File: config.mk
export PLATFORM = sky130hd
export DESIGN_NAME = seg_scan_driver
export DESIGN_NICKNAME = d
export VERILOG_FILES = /design/src/rtl/seg_pkg.sv /design/src/rtl/seg_scan_driver_bin2bcd.sv /design/src/rtl/seg_scan_driver.sv
export SDC_FILE = /design/constraint.sdc
export NUM_CORES = 1
export LEC_CHECK = 0
export ABC_AREA = 1
export BUFFER_PORTS_ARGS = -buffer_cell sky130_fd_sc_hd__clkbuf_2
export CORE_AREA = 2 2 112 114
export CTS_CLUSTER_SIZE = 28
export DETAILED_ROUTE_END_ITERATION = 10
export DIE_AREA = 0 0 114 116
export SLEW_MARGIN = 10
export SYNTH_ARGS = -nofsm -noshare
export SYNTH_HDL_FRONTEND = slang
export SYNTH_SLANG_ARGS = --single-unit
export TNS_END_PERCENT = 1
File: constraint.sdc
create_clock -name clk -period 2.04 [get_ports clk]
set_input_delay 0.51 -clock clk [delete_from_list [all_inputs] [get_ports clk]]
set_output_delay 0.51 -clock clk [all_outputs]
set_load 0.02 [all_outputs]
File: src/rtl/seg_pkg.sv
// rtl/seg_pkg.sv - shared segment constants, digit decode and converter state type
package seg_pkg;

  localparam logic [6:0] SEG_OFF = 7'h7F;

  // Active-low {a,b,c,d,e,f,g}; non-decimal nibbles go dark
  localparam logic [6:0] SEG_LUT [0:15] = '{
    7'h01, 7'h4F, 7'h12, 7'h06, 7'h4C, 7'h24, 7'h20, 7'h0F,
    7'h00, 7'h04, 7'h7F, 7'h7F, 7'h7F, 7'h7F, 7'h7F, 7'h7F
  };

  typedef enum logic [1:0] {IDLE, CONV, DONE} conv_state_t;

  function automatic logic [6:0] seg_decode(input logic [3:0] nibble);
    return SEG_LUT[nibble];
  endfunction

endpackage

File: src/rtl/seg_scan_driver_bin2bcd.sv
// rtl/seg_scan_driver_bin2bcd.sv - sequential shift-add-3 binary to BCD converter
module bin2bcd_seq
  import seg_pkg::*;
#(
  parameter int BIN_W    = 8,
  parameter int N_DIGITS = 3
) (
  input  logic                  clk,
  input  logic                  rst_n,
  input  logic                  start,
  input  logic [BIN_W-1:0]      bin,
  output logic                  busy,
  output logic                  done,
  output logic [4*N_DIGITS-1:0] bcd
);

  localparam int BCD_W = 4 * N_DIGITS;
  localparam int SR_W  = BCD_W + BIN_W;
  localparam int CNT_W = $clog2(BIN_W + 1);

  conv_state_t      state, state_nxt;
  logic [SR_W-1:0]  sr, sr_nxt, sr_adj;
  logic [CNT_W-1:0] cnt, cnt_nxt;

  always_comb begin
    sr_adj = sr;
    for (int i = 0; i < N_DIGITS; i++) begin
      if (sr[BIN_W+4*i +: 4] >= 4'd5)
        sr_adj[BIN_W+4*i +: 4] = sr[BIN_W+4*i +: 4] + 4'd3;
    end
  end

  // DONE can chain straight into a new conversion so a queued value loses no cycle
  always_comb begin
    state_nxt = state;
    sr_nxt    = sr;
    cnt_nxt   = cnt;
    case (state)
      CONV: begin
        sr_nxt  = {sr_adj[SR_W-2:0], 1'b0};
        cnt_nxt = cnt + 1'b1;
        if (cnt == CNT_W'(BIN_W - 1))
          state_nxt = DONE;
      end
      default: begin
        state_nxt = IDLE;
        if (start) begin
          sr_nxt    = {{BCD_W{1'b0}}, bin};
          cnt_nxt   = '0;
          state_nxt = CONV;
        end
      end
    endcase
  end

  always_ff @(posedge clk) begin
    if (!rst_n) begin
      state <= IDLE;
      sr    <= '0;
      cnt   <= '0;
    end else begin
      state <= state_nxt;
      sr    <= sr_nxt;
      cnt   <= cnt_nxt;
    end
  end

  assign busy = (state != IDLE);
  assign done = (state == DONE);
  assign bcd  = sr[SR_W-1:BIN_W];

endmodule

File: src/rtl/seg_scan_driver.sv
// rtl/seg_scan_driver.sv - N-digit multiplexed 7-segment driver with BCD conversion and blanking
module seg_scan_driver
  import seg_pkg::*;
#(
  parameter int BIN_W    = 8,
  parameter int N_DIGITS = 3,
  parameter int SCAN_DIV = 50000
) (
  input  logic                clk,
  input  logic                rst_n,
  input  logic [BIN_W-1:0]    bin,
  input  logic                load,
  input  logic                blank_lz,
  output logic [6:0]          seg,
  output logic [N_DIGITS-1:0] an,
  output logic [BIN_W-1:0]    leds,
  output logic                busy
);

  localparam int BCD_W = 4 * N_DIGITS;
  localparam int PS_W  = $clog2(SCAN_DIV + 1);
  localparam int IDX_W = $clog2(N_DIGITS + 1);

  if (64'(10) ** N_DIGITS <= (64'(1) << BIN_W) - 64'(1)) begin : g_range_check
    $error("seg_scan_driver: N_DIGITS cannot hold the largest BIN_W value");
  end

  logic               conv_busy, conv_done, start;
  logic [BIN_W-1:0]   start_bin, conv_bin, pend_bin;
  logic               pend;
  logic [BCD_W-1:0]   conv_bcd, disp_bcd;
  logic [PS_W-1:0]    ps;
  logic [IDX_W-1:0]   idx;
  logic [N_DIGITS-1:0] blank;
  logic               hi_zero;
  logic [3:0]         cur_digit;

  bin2bcd_seq #(.BIN_W(BIN_W), .N_DIGITS(N_DIGITS)) u_conv (
    .clk   (clk),
    .rst_n (rst_n),
    .start (start),
    .bin   (start_bin),
    .busy  (conv_busy),
    .done  (conv_done),
    .bcd   (conv_bcd)
  );

  // A load arriving in the DONE cycle parks in pending and is picked up from IDLE
  always_comb begin
    start     = 1'b0;
    start_bin = bin;
    if (!conv_busy) begin
      start     = load | pend;
      start_bin = load ? bin : pend_bin;
    end else if (conv_done) begin
      start     = pend;
      start_bin = pend_bin;
    end
  end

  always_ff @(posedge clk) begin
    if (!rst_n) begin
      pend     <= 1'b0;
      pend_bin <= '0;
      conv_bin <= '0;
      disp_bcd <= '0;
      leds     <= '0;
    end else begin
      if (load && conv_busy) begin
        pend     <= 1'b1;
        pend_bin <= bin;
      end else if (start) begin
        pend <= 1'b0;
      end
      if (start)
        conv_bin <= start_bin;
      if (conv_done) begin
        disp_bcd <= conv_bcd;
        leds     <= conv_bin;
      end
    end
  end

  always_ff @(posedge clk) begin
    if (!rst_n) begin
      ps  <= '0;
      idx <= '0;
    end else if (ps == PS_W'(SCAN_DIV - 1)) begin
      ps  <= '0;
      idx <= (idx == IDX_W'(N_DIGITS - 1)) ? '0 : idx + 1'b1;
    end else begin
      ps <= ps + 1'b1;
    end
  end

  always_comb begin
    blank   = '0;
    hi_zero = 1'b1;
    for (int i = N_DIGITS - 1; i > 0; i--) begin
      hi_zero  = hi_zero & (disp_bcd[4*i +: 4] == 4'd0);
      blank[i] = blank_lz & hi_zero;
    end
  end

  assign cur_digit = disp_bcd[4*int'(idx) +: 4];

  always_ff @(posedge clk) begin
    if (!rst_n) begin
      seg <= SEG_OFF;
      an  <= '1;
    end else begin
      seg <= blank[idx] ? SEG_OFF : seg_decode(cur_digit);
      an  <= ~(N_DIGITS'(1) << idx);
    end
  end

  assign busy = conv_busy;

endmodule
Word level (Yosys, flattened, before mapping)
Memory sizes are Yosys's and may differ from the RTL's. A register that Yosys moved wholly into a read port is not among the register bits.
Cells that the tools add are included.
{"block": "totals", "word_cells": 67, "mem_bits_ro": 112, "output_inout_bits": 19, "input_bits": 12, "register_bits": 84, "mem_count": 1}
{"block": "classes", "n_shift": 2, "reduce_logical": 9, "n_bitwise": 7, "muxes": 20, "add_sub_neg": 6, "n_lt_le_gt_ge": 4, "n_eq_ne": 6}
{"name": "(name not given)", "depth": 16, "width": 7, "rd": 1, "rd_clocked_by_memory_dff": 1, "wr": 0, "line": "seg_pkg.sv:15", "text": "return SEG_LUT[nibble];"}
{"cell": "20-bit two-way mux", "count": 2}
{"cell": "8-bit two-way mux", "count": 3}
{"cell": "16-bit by 1-bit adder with 16-bit output (second input constant)", "count": 1}
{"cell": "16-bit == test (second input constant)", "count": 1}
{"cell": "4-bit two-way mux", "count": 4}
{"cell": "4-bit by 3-bit greater-or-equal comparator with 1-bit output (second input constant)", "count": 3}
{"cell": "12-bit by 5-bit indexed part select with 4-bit output", "count": 1}
{"cell": "4-bit by 2-bit adder with 4-bit output (second input constant)", "count": 2}
{"cell": "4-bit logical NOT", "count": 2}
{"cell": "1-bit two-way mux", "count": 6}
{"cell": "2-bit two-way mux", "count": 3}
{"cell": "2-bit nonzero test", "count": 3}
{"cell": "2-bit OR reduction", "count": 3}
{"cell": "4-bit inverter with 5-bit output", "count": 1}
{"cell": "4-bit by 1-bit adder with 4-bit output (second input constant)", "count": 1}
{"cell": "2-bit == test (second input constant)", "count": 2}
{"cell": "4-bit by 3-bit == test with 1-bit output (second input constant)", "count": 1}
{"cell": "3-bit by 2-bit adder with 3-bit output (second input constant)", "count": 1}
{"cell": "1-bit AND", "count": 3}
{"cell": "2-bit by 3-bit less-than comparator with 1-bit output (second input constant)", "count": 1}
{"cell": "3-bit two-way mux", "count": 1}
{"cell": "3-bit inverter", "count": 1}
{"cell": "1-bit by 2-bit << shifter with 3-bit output (first input constant)", "count": 1}
{"cell": "2-bit by 1-bit adder with 2-bit output (second input constant)", "count": 1}
{"cell": "other kinds (6)", "count": 6}

Depth between registers and ports, before layout
Gate-level depths: netlist (run 1).
{"block": "logic_depth", "depth_word": 6, "ltp_mapped": 11}

Hierarchy
Synthesis (run 1) repeated with hierarchy kept, for this count alone.
{"block": "hier_totals", "cells_unflattened": 606, "hier_area_um2": 4395.5}
{"module": "seg_scan_driver", "seq_area_each_um2": 1301.2, "n_inst": 1, "area_per_inst_um2": 2880.3, "cells_each": 391}
{"module": "bin2bcd_seq", "seq_area_each_um2": 520.5, "n_inst": 1, "area_per_inst_um2": 1515.2, "cells_each": 215}

Least setup slack after synthesis (run 1)
OpenSTA, ideal clock, no wires.
{"block": "synth_path", "path_kind": "reg-to-reg", "from": "register idx[1]", "to": "register seg[0]", "path_buffers": 0, "arrival_ns": 1.406, "slack_ns": 0.499, "synth_period_minus_slack_ns": 1.541, "setup_ns": 0.136, "stages_incl_launch_ff": 11, "path_cell_list": "dfxtp_1 > nor2_2 > inv_1 > nor2_1 > nor2_1 > inv_1 > ha_1 > inv_1 > nand2_1 > nand3_1 > nand3_1"}
{"block": "synth_between", "elab_chain_cells": 3, "word_cells_on_any_way": 5, "cone_classes": "shift: 1; mux: 2; bitwise: 1; reduce/logical: 1"}
{"element": "start, declared", "line": "seg_scan_driver.sv:33", "text": "logic [IDX_W-1:0] idx;"}
{"element": "start signal, assigned", "line": "seg_scan_driver.sv:90", "text": "idx <= (idx == IDX_W'(N_DIGITS - 1)) ? '0 : idx + 1'b1;"}
{"element": "parallel branches: the longest is 3 deep, another holds 12-bit by 5-bit indexed part select with 4-bit output"}
{"element": "end, declared", "line": "seg_scan_driver.sv:14", "text": "output logic [6:0] seg,"}
Parallel ways; which one is timed is not known. The select of a mux whose other input is x is not followed.
A chain may end at the register's enable or synchronous reset.

Worst setup path after layout (run 1)
{"block": "layout_path", "from": "register idx[1]", "to": "register seg[3]"}
Same word-level chain as after synthesis.

==> impl_metrics.env, run 1 <==
export IMPL_layout_drive_gt1_share=0.110
export IMPL_hold_path_end="pend_bin[2]"
export IMPL_worstRegToRegCells=10
export IMPL_synth_compound_area_frac=0.123
export IMPL_clkTransAtPathRegs_ns=0.06
export IMPL_crit_family="simple AND/OR/NAND/NOR gates"
export IMPL_syn_to_final_growth_pct=14.4
export IMPL_synthArstFlopShare=0
export IMPL_grt_max_degree=31
export IMPL_place_gp_congestion=0.834
export IMPL_num_vias=3669
export IMPL_synth_area_mux_share=0
export IMPL_grt_pass1_vias=3489
export IMPL_n_fill_cell=1260
export IMPL_syn_num_nets=601
export IMPL_ys_flop_type="dfxtp_1"
export IMPL_worstHoldStart="bin[2]"
export IMPL_finalSetupTns_ns=0
export IMPL_drc=0
export IMPL_hpwl_um=6340
export IMPL_hold_buffers=0
export IMPL_cts_setup_buffers=0
export IMPL_cts_resized=0
export IMPL_avgSynthCellArea_sq_um=7.15
export IMPL_drtPass1Iterations=5
export IMPL_critPathSlowestCell="dfxtp_1"
export IMPL_p_total_mw=3.79
export IMPL_skew_ns=0.00744
export IMPL_setup_viol_count_final=0
export IMPL_synth_simple_area_share=0.301
export IMPL_numCtsBuffers=9
export IMPL_min_path_type="primary input to flip-flop"
export IMPL_utilization=0.395
export IMPL_dp_cells=741
export IMPL_post_drt_via_cell_ratio=4.85
export IMPL_cp_end_kind="flip-flop"
export IMPL_synth_xor_area_share=0.0128
export IMPL_yosysMostFrequentCell="nand2_1"
export IMPL_fin_crit_sh=0.866
export IMPL_htreeDepth=3
export IMPL_grt_overflow=0
export IMPL_drv_cap=0
export IMPL_antenna_found_initial=0
export IMPL_design_die_area_sq_um=13200
export IMPL_die_w_um=114
export IMPL_synth_edf_count=0
export IMPL_crit_type="flip-flop to flip-flop"
export IMPL_hold_violations=0
export IMPL_fp_dieH_um=116
export IMPL_synthAdderAreaFrac=0.0426
export IMPL_powerDensity_nw_per_um2=805
export IMPL_routedWlPerCell_um=11.7
export IMPL_r2r_start="idx[1]"
export IMPL_clkLatencyLatePin_ns=0.34
export IMPL_portBuffers=30
export IMPL_core_area_sq_um=11900
export IMPL_worst_slack_ns=0.274
export IMPL_clkSinkCount=91
export IMPL_relSlewSlack=0.700
export IMPL_drtIter0Drc=248
export IMPL_place_ws_ns=0.294
export IMPL_antenna_left=0
export IMPL_ys_seq_area_frac=0.443
export IMPL_slowest_delay_ns=0.48
export IMPL_synthTopCellsByCount="nand2_1 (128), dfxtp_1 (91), nor2_1 (77), inv_1 (58), nand3_1 (52)"
export IMPL_slew_violations=0
export IMPL_r2r_end="seg[3]"
export IMPL_cts_root_buf="clkbuf_16"
export IMPL_syn_inst=575
export IMPL_rsz0062_at_grt="false"
export IMPL_clock_fmax_mhz=566
export IMPL_antenna_cells=0
export IMPL_ys_seq_elements=91
export IMPL_track_usage=0.145
export IMPL_fin_cells=757
export IMPL_drt_wl_total_um=8850
export IMPL_clk_path_buf_depth=2
export IMPL_cp_num_cells=10
export IMPL_cp_num_buf_inv=3
export IMPL_synth_distinct_cells=29
export IMPL_tightest_slew_ns=0.451
export IMPL_ys_warn_count=0
export IMPL_core_rowCount=40
export IMPL_required_ns=2.25
export IMPL_ios=31
export IMPL_cp_arrival_ns=1.97
export IMPL_path_cells="nor2_2 -> inv_1 -> nor2_1 -> nor2_1 -> inv_1 -> ha_1 -> inv_1 -> nand2_1 -> nand3_1 -> nand3_1"
export IMPL_p_leak_nw=2.09
export IMPL_status="finished, final reports clean"
export IMPL_final_nets=631
export IMPL_min_period_ns=1.77
export IMPL_min_delay_path_depth=3
export IMPL_path_max_fanout=7
export IMPL_grt_pass1_wl_um=15400
export IMPL_initial_core_util=0.345
export IMPL_syn_cell_area_sq_um=4110
export IMPL_ir_drop_uv=464
export IMPL_yosys_top_cells_area="dfxtp_1 (44%), nand2_1 (12%), nor2_1 (7.0%), nand3_1 (6.3%), a21oi_1 (6.2%)"
export IMPL_synth_top_area_share=0.443
export IMPL_r2r_setup_slack_ns=0.27
export IMPL_cts_tree="built"
export IMPL_path_common_cell="inv_1"
export IMPL_synth_area_leader_cell="dfxtp_1"
export IMPL_startpoint_type="flip-flop"
export IMPL_synth_top_family_by_area="simple AND/OR/NAND/NOR gates"
cell usage in the layout (no fill, tap or decap), drive strengths merged, types with 7 or more instances in the layout:
master and instances:
a21oi 51, buf 7, clkbuf 41, dfxtp 91, ha 14, inv 61, nand2 132, nand3 52
nand4 16, nor2 81, o21ai 35
report_power, final:
| group | switching, mW | internal, mW |
|---|---|---|
| clock network | 0.676 | 0.976 |
| logic | 0.182 | 0.0862 |
| registers | 0.0303 | 1.84 |
how the worst max path moves through the flow:
stage | startpoint | endpoint | slack, ns
floorplan | idx[1] | seg[0] | 0.50
global placement | idx[1] | seg[0] | 0.38
detailed placement | idx[1] | seg[6] | 0.29
CTS | idx[1] | seg[6] | 0.28
global route | idx[1] | seg[6] | 0.07
finish | idx[1] | seg[3] | 0.27
area by class of cell:
type	instances	area (sq um)	share of cell area
repair buffers	37	203	0.0431
clock inverters	5	52.6	0.0112
inverters	61	229	0.0487
clock buffers	11	243	0.0516
well taps	147	184	0.0391
multi-input cells	405	1970	0.419
flip-flops and latches	91	1820	0.387
cell families after synthesis:
logic type      after synthesis
compound gates               96
buf+inv                      79
xor+xnor                      6
simple gates                289
fa+ha+maj                    14
flops                        91
per-stage QoR:
step           hold WS, ns  cell area, sq um
6_report             0.404              4700
5_1_grt              0.406              4700
4_1_cts              0.390              4700
3_5_place_dp         0.440              4410
3_3_place_gp         0.431              4410
2_1_floorplan        0.417              4110
registers in the layout, indices dropped and copies added (netlist names):
| name | flops |
|---|---|
| seg | 7 |
| conv_bin | 8 |
| idx | 2 |
| ps | 16 |
| pend | 1 |
| disp_bcd | 12 |
| u_conv.state | 2 |
| leds | 8 |
| u_conv.cnt | 4 |
| pend_bin | 8 |
| an | 3 |
| u_conv.sr | 20 |
per-layer routing:
layer	global-route usage	wire (um)	vias to the layer above
met5	0	0	-
met4	0.0528	155	0
met3	0.0445	323	14
met2	0.248	4180	61
met1	0.171	4190	1677
li1	-	-	1917
worst reg2reg max path: cells and delay by family (launching register included):
kind          cells  cell delay, ns
fa+ha+maj         1            0.23
flops             1            0.48
simple gates      6            0.66
buf+inv           3            0.27
(Power assumes the default switching activity.)
==> inputs of run 2 (changes only) <==
--- a/config.mk
+++ b/config.mk
@@ -5,7 +5,6 @@
 export SDC_FILE = /design/constraint.sdc
 export NUM_CORES = 1
 export LEC_CHECK = 0
-export ABC_AREA = 1
 export BUFFER_PORTS_ARGS = -buffer_cell sky130_fd_sc_hd__clkbuf_2
 export CORE_AREA = 2 2 112 114
 export CTS_CLUSTER_SIZE = 28
==> run 2 against run 1 <==
Clock skew down 0.0016 ns; design area up 0.40%; total power down 0.37%; fmax shrank 0.85%; largest cell class unchanged; final cell count decreased by 17%; utilization increased by 0.16 points; clock power hardly changed; setup slack lost 0.015 ns; via count fell by 16%; sequential share of layout area down 0.13 points; die area is the same.
==> impl_metrics.env, run 2 <==
export IMPL_ys_seq_elements=91
export IMPL_synth_distinct_cells=53
export IMPL_cp_num_cells=7
export IMPL_final_common_cell="dfxtp_1"
export IMPL_synth_top_area_share=0.441
export IMPL_post_drt_via_cell_ratio=4.90
export IMPL_crit_family="compound AO/OA/AOI/OAI gates"
export IMPL_min_path_type="primary input to flip-flop"
export IMPL_cts_tree="built"
export IMPL_grt_max_degree=31
export IMPL_synth_area_leader_cell="dfxtp_1"
export IMPL_core_rowCount=40
export IMPL_place_gp_congestion=0.773
export IMPL_clkTransAtPathRegs_ns=0.06
export IMPL_layout_drive_gt1_share=0.149
export IMPL_cp_end_kind="flip-flop"
export IMPL_final_cell_mix="dfxtp_1 (90), nand2_1 (80), a21boi_0 (34)"
export IMPL_numCtsBuffers=9
export IMPL_powerDensity_nw_per_um2=798
export IMPL_top_regs="u_conv.sr x20, ps x16, disp_bcd x12"
export IMPL_syn_cell_area_sq_um=4130
export IMPL_clkLatencyLatePin_ns=0.34
export IMPL_drtPass1Iterations=4
export IMPL_p_leak_nw=1.89
export IMPL_multi_input_area_sq_um=2150
export IMPL_clk_path_buf_depth=2
export IMPL_num_vias=3093
export IMPL_initial_core_util=0.347
export IMPL_critPathSlowestCell="dfxtp_1"
export IMPL_drc=0
export IMPL_drtIter0Drc=150
export IMPL_path_cells="inv_1 -> ha_1 -> nand2b_1 -> a21oi_1 -> mux2_2 -> o21ai_0 -> and2_1"
export IMPL_routedWlPerCell_um=12.8
export IMPL_largest_reg_flops=20
export IMPL_drt_wl_total_um=8070
export IMPL_syn_to_final_growth_pct=14.4
export IMPL_grt_overflow=0
export IMPL_slew_violations=0
export IMPL_startpoint_type="flip-flop"
export IMPL_regMostFlops="u_conv.sr"
export IMPL_grt_pass1_wl_um=13600
export IMPL_synthArstFlopShare=0
export IMPL_syn_inst=453
export IMPL_ys_flop_type="dfxtp_1"
export IMPL_synth_edf_count=0
export IMPL_relSlewSlack=0.694
export IMPL_final_nets=505
export IMPL_hold_violations=0
export IMPL_track_usage=0.128
export IMPL_setup_viol_count_final=0
export IMPL_finalSetupTns_ns=0
export IMPL_syn_num_nets=479
export IMPL_clkSinkCount=91
export IMPL_hold_buffers=0
export IMPL_antenna_found_initial=0
export IMPL_cp_arrival_ns=2.06
export IMPL_place_ws_ns=0.175
export IMPL_fp_dieH_um=116
export IMPL_die_w_um=114
export IMPL_fin_crit_sh=0.873
export IMPL_portBuffers=30
export IMPL_cp_num_buf_inv=1
export IMPL_core_area_sq_um=11900
export IMPL_min_delay_path_depth=3
export IMPL_antenna_cells=0
export IMPL_skew_ns=0.00587
export IMPL_yosys_top_cells_area="dfxtp_1 (44%), nand2_1 (7.3%), a21boi_0 (6.2%), mux2i_1 (6.1%), ha_1 (4.2%)"
export IMPL_required_ns=2.32
export IMPL_regArea_sq_um=1820
export IMPL_clock_fmax_mhz=562
export IMPL_ios=31
export IMPL_rsz0062_at_grt="false"
export IMPL_slowest_delay_ns=0.39
export IMPL_yosysMostFrequentCell="dfxtp_1"
export IMPL_avgSynthCellArea_sq_um=9.11
export IMPL_hpwl_um=5590
export IMPL_worst_slack_ns=0.259
export IMPL_crit_type="flip-flop to flip-flop"
export IMPL_min_period_ns=1.78
export IMPL_tightest_slew_ns=0.459
export IMPL_n_fill_cell=1190
export IMPL_drv_cap=0
export IMPL_antenna_left=0
export IMPL_ys_seq_area_frac=0.441
export IMPL_status="finished, final reports clean"
export IMPL_path_max_fanout=4
export IMPL_worstRegToRegCells=7
export IMPL_cts_root_buf="clkbuf_16"
export IMPL_design_die_area_sq_um=13200
export IMPL_ys_warn_count=0
export IMPL_grt_pass1_vias=2899
export IMPL_ir_drop_uv=575
export IMPL_synthTopCellsByCount="dfxtp_1 (91), nand2_1 (80), a21boi_0 (34), mux2i_1 (25), nor2_1 (20)"
export IMPL_htreeDepth=3
-- run 2: cell count changes after synthesis, sizes merged, moves of 8 or more --
cell | before | now
nand2 | 132 | 81
nand3 | 52 | 16
inv | 61 | 10
o211a | 0 | 8
mux2i | 0 | 25
o21ai | 35 | 14
a21oi | 51 | 9
nor2b | 0 | 16
clkbuf | 6 | 16
nor2 | 81 | 22
a21boi | 0 | 38
nand4 | 16 | 2
-- run 2: layout make-up --
type                    instances  share of cell area
clock inverters                 3             0.00424
inverters                      10             0.00795
clock buffers                  13              0.0593
flip-flops and latches         91               0.386
repair buffers                 41              0.0493
multi-input cells             326               0.454
well taps                     147              0.0389
-- run 2: worst paths after layout --
check | start | endpoint | slack (ns)
worst max-delay path | u_conv.sr[13] | u_conv.sr[14] | 0.26
worst min-delay path | bin[3] | pend_bin[3] | 0.45
worst max register to register | u_conv.sr[13] | u_conv.sr[14] | 0.26
worst min register to register | u_conv.sr[4] | u_conv.sr[4] | 0.47
-- run 2: through the flow --
stage / cell area, sq um / util / total power, mW / hold WS (ns) / std cells
2_1_floorplan: 4130 / - / 2.11 / 0.426 / 453
5_1_grt: 4720 / 0.397 / 3.95 / 0.483 / 631
6_report: 4720 / 0.397 / 3.77 / 0.453 / 631
3_5_place_dp: 4420 / 0.371 / 2.18 / 0.458 / 615
3_3_place_gp: 4420 / 0.371 / 2.18 / 0.446 / 615
4_1_cts: 4720 / 0.396 / 3.84 / 0.444 / 631
-- run 2: repair_timing --
action,4_1_cts,5_1_grt
gates resized for setup,0,1
endpoints found under the setup margin,0,1
setup buffers,0,0
-- run 2: metal layers --
layer,up-vias,part of all wire,routed length (um),global-route usage
met1,1433,0.51,4080,0.171
li1,1600,-,-,-
met2,50,0.45,3640,0.205
met5,-,0,0,0
met3,10,0.034,274,0.0350
met4,0,0.0097,78,0.0366
-- run 2: worst reg2reg max path, delay by kind of cell (launching register included) --
kind | cells | cell delay, ns
AOI/OAI and AO/OA | 2 | 0.43
DFF | 1 | 0.39
muxes | 1 | 0.37
and+or+nand+nor | 2 | 0.26
adders and majority gates | 1 | 0.18
buffers and inverters | 1 | 0.10
-- run 2: cells by family after synthesis --
kind of cell	after synthesis	share of synthesized area
xor+xnor	19	0.0403
fa+ha+maj	14	0.0424
simple gates	175	0.212
compound gates	91	0.159
flops	91	0.441
mux	27	0.0661
buf+inv	36	0.0388
-- run 2: where the power goes --
| group | internal (mW) | switching [mW] | leakage [nW] |
|---|---|---|---|
| registers | 1.83 | 0.0348 | 0.741 |
| clock network | 0.957 | 0.674 | 0.144 |
| logic | 0.117 | 0.158 | 1.00 |
==> inputs of run 3 (changes only) <==
--- a/config.mk
+++ b/config.mk
@@ -10,6 +10,7 @@
 export CTS_CLUSTER_SIZE = 28
 export DETAILED_ROUTE_END_ITERATION = 10
 export DIE_AREA = 0 0 114 116
+export MAX_ROUTING_LAYER = met4
 export SLEW_MARGIN = 10
 export SYNTH_ARGS = -nofsm -noshare
 export SYNTH_HDL_FRONTEND = slang
==> run 3 against run 2 <==
Fmax is essentially flat; clock skew is essentially flat; global-route usage grew 0.39 points; total power is essentially flat; non-clock buffer count is the same; via count grew 0.52%; worst hold slack lost 0.0011 ns; first-iteration DRC count grew 2.7%; setup slack lost 0.00075 ns; final cell count is the same; design area is the same; sequential share of layout area is the same; critical endpoint unchanged.
==> impl_metrics.env, run 3 (synthesis results as in run 2) <==
export IMPL_status="finished, final reports clean"
export IMPL_initial_core_util=0.347
export IMPL_design_die_area_sq_um=13200
export IMPL_regArea_sq_um=1820
export IMPL_grt_pass1_vias=2896
export IMPL_hold_buffers=0
export IMPL_hpwl_um=5590
export IMPL_regMostFlops="u_conv.sr"
export IMPL_fp_dieH_um=116
export IMPL_final_nets=505
export IMPL_drv_cap=0
export IMPL_powerDensity_nw_per_um2=799
export IMPL_use_met3=0.0345
export IMPL_htreeDepth=3
export IMPL_antenna_cells=0
export IMPL_dp_cells=615
export IMPL_crit_type="flip-flop to flip-flop"
export IMPL_finalSetupTns_ns=0
export IMPL_p_leak_nw=1.89
export IMPL_use_met1=0.171
export IMPL_drtIter0Drc=154
export IMPL_numCtsBuffers=9
export IMPL_largest_reg_flops=20
export IMPL_portBuffers=30
export IMPL_syn_to_final_growth_pct=14.4
export IMPL_hold_violations=0
export IMPL_post_drt_via_cell_ratio=4.93
export IMPL_setup_viol_count_final=0
export IMPL_multi_input_area_sq_um=2150
export IMPL_drtPass1Iterations=4
export IMPL_clkTransAtPathRegs_ns=0.06
export IMPL_track_usage=0.132
export IMPL_cts_root_buf="clkbuf_16"
export IMPL_ir_drop_uv=575
export IMPL_min_path_type="primary input to flip-flop"
export IMPL_clk_path_buf_depth=2
export IMPL_antenna_found_initial=0
export IMPL_final_common_cell="dfxtp_1"
export IMPL_drc=0
export IMPL_cts_setup_buffers=0
export IMPL_grt_overflow=0
export IMPL_clock_fmax_mhz=561
export IMPL_core_area_sq_um=11900
export IMPL_cts_tree="built"
export IMPL_tightest_slew_ns=0.462
export IMPL_top_usage_layer="met2"
export IMPL_antenna_left=0
export IMPL_num_vias=3109
export IMPL_cts_resized=0
export IMPL_startpoint_type="flip-flop"
export IMPL_skew_ns=0.00627
export IMPL_core_rowCount=40
export IMPL_rsz0062_at_grt="false"
export IMPL_grtUsageMet2=0.205
export IMPL_drt_wl_total_um=8110
export IMPL_n_fill_cell=1190
export IMPL_routedWlPerCell_um=12.8
export IMPL_top_regs="u_conv.sr x20, ps x16, disp_bcd x12"
export IMPL_clkLatencyLatePin_ns=0.34
export IMPL_clkSinkCount=91
export IMPL_die_w_um=114
export IMPL_cp_arrival_ns=2.06
export IMPL_required_ns=2.32
export IMPL_place_gp_congestion=0.784
export IMPL_final_cell_mix="dfxtp_1 (90), nand2_1 (80), a21boi_0 (34)"
export IMPL_grt_pass1_wl_um=13600
export IMPL_relSlewSlack=0.692
export IMPL_grt_max_degree=31
export IMPL_cp_end_kind="flip-flop"
export IMPL_min_period_ns=1.78
export IMPL_slew_violations=0
export IMPL_layout_drive_gt1_share=0.149
export IMPL_fin_cells=631
export IMPL_path_max_fanout=4
export IMPL_p_total_mw=3.77
export IMPL_ios=31
export IMPL_fin_crit_sh=0.873
## run 3: cell counts in the layout (fill, tap and decap cells not counted)
No cell type changed its count.
## run 3: per-stage QoR
| step | cell area, sq um | worst slack, ns | hold slack [ns] | utilization |
|---|---|---|---|---|
| floorplan | 4130 | 0.325 | 0.426 | - |
| global placement | 4420 | 0.262 | 0.446 | 0.371 |
| detailed placement | 4420 | 0.175 | 0.458 | 0.371 |
| CTS | 4720 | 0.173 | 0.444 | 0.396 |
| global route | 4720 | 0.0976 | 0.483 | 0.397 |
| finish | 4720 | 0.258 | 0.452 | 0.397 |
## run 3: area by class of cell
cell class,count,area share
clock buffers,13,0.0593
clock inverters,3,0.00424
inverters,10,0.00795
multi-input cells,326,0.454
flip-flops and latches,91,0.386
well taps,147,0.0389
repair buffers,41,0.0493
## run 3: path summary, 6_finish.rpt
kind                       from       endpoint  slack (ns)  cells after the start
setup reg to reg  u_conv.sr[13]  u_conv.sr[14]        0.26                      7
setup / recovery  u_conv.sr[13]  u_conv.sr[14]        0.26                      7
hold reg to reg    u_conv.sr[4]   u_conv.sr[4]        0.47                      2
hold / removal           bin[3]    pend_bin[3]        0.45                      3
## run 3: where the power goes
group          total, mW  switching [mW]  internal (mW)  leakage (nW)
clock network       1.63           0.677          0.957         0.144
logic              0.275           0.158          0.117          1.00
registers           1.87          0.0350           1.83         0.741
total               3.77           0.870           2.90          1.89
## run 3: critical path: stages (launching register included)
cell,delay (ns)
dfxtp_1,0.39
inv_1,0.09
ha_1,0.18
nand2b_1,0.13
a21oi_1,0.30
mux2_2,0.37
o21ai_0,0.13
and2_1,0.13
## run 3: metal layers
layer	vias up	part of all wire
li1	1601	-
met1	1452	0.51
met2	48	0.45
met3	8	0.028
met4	0	0.0085
met5	-	0
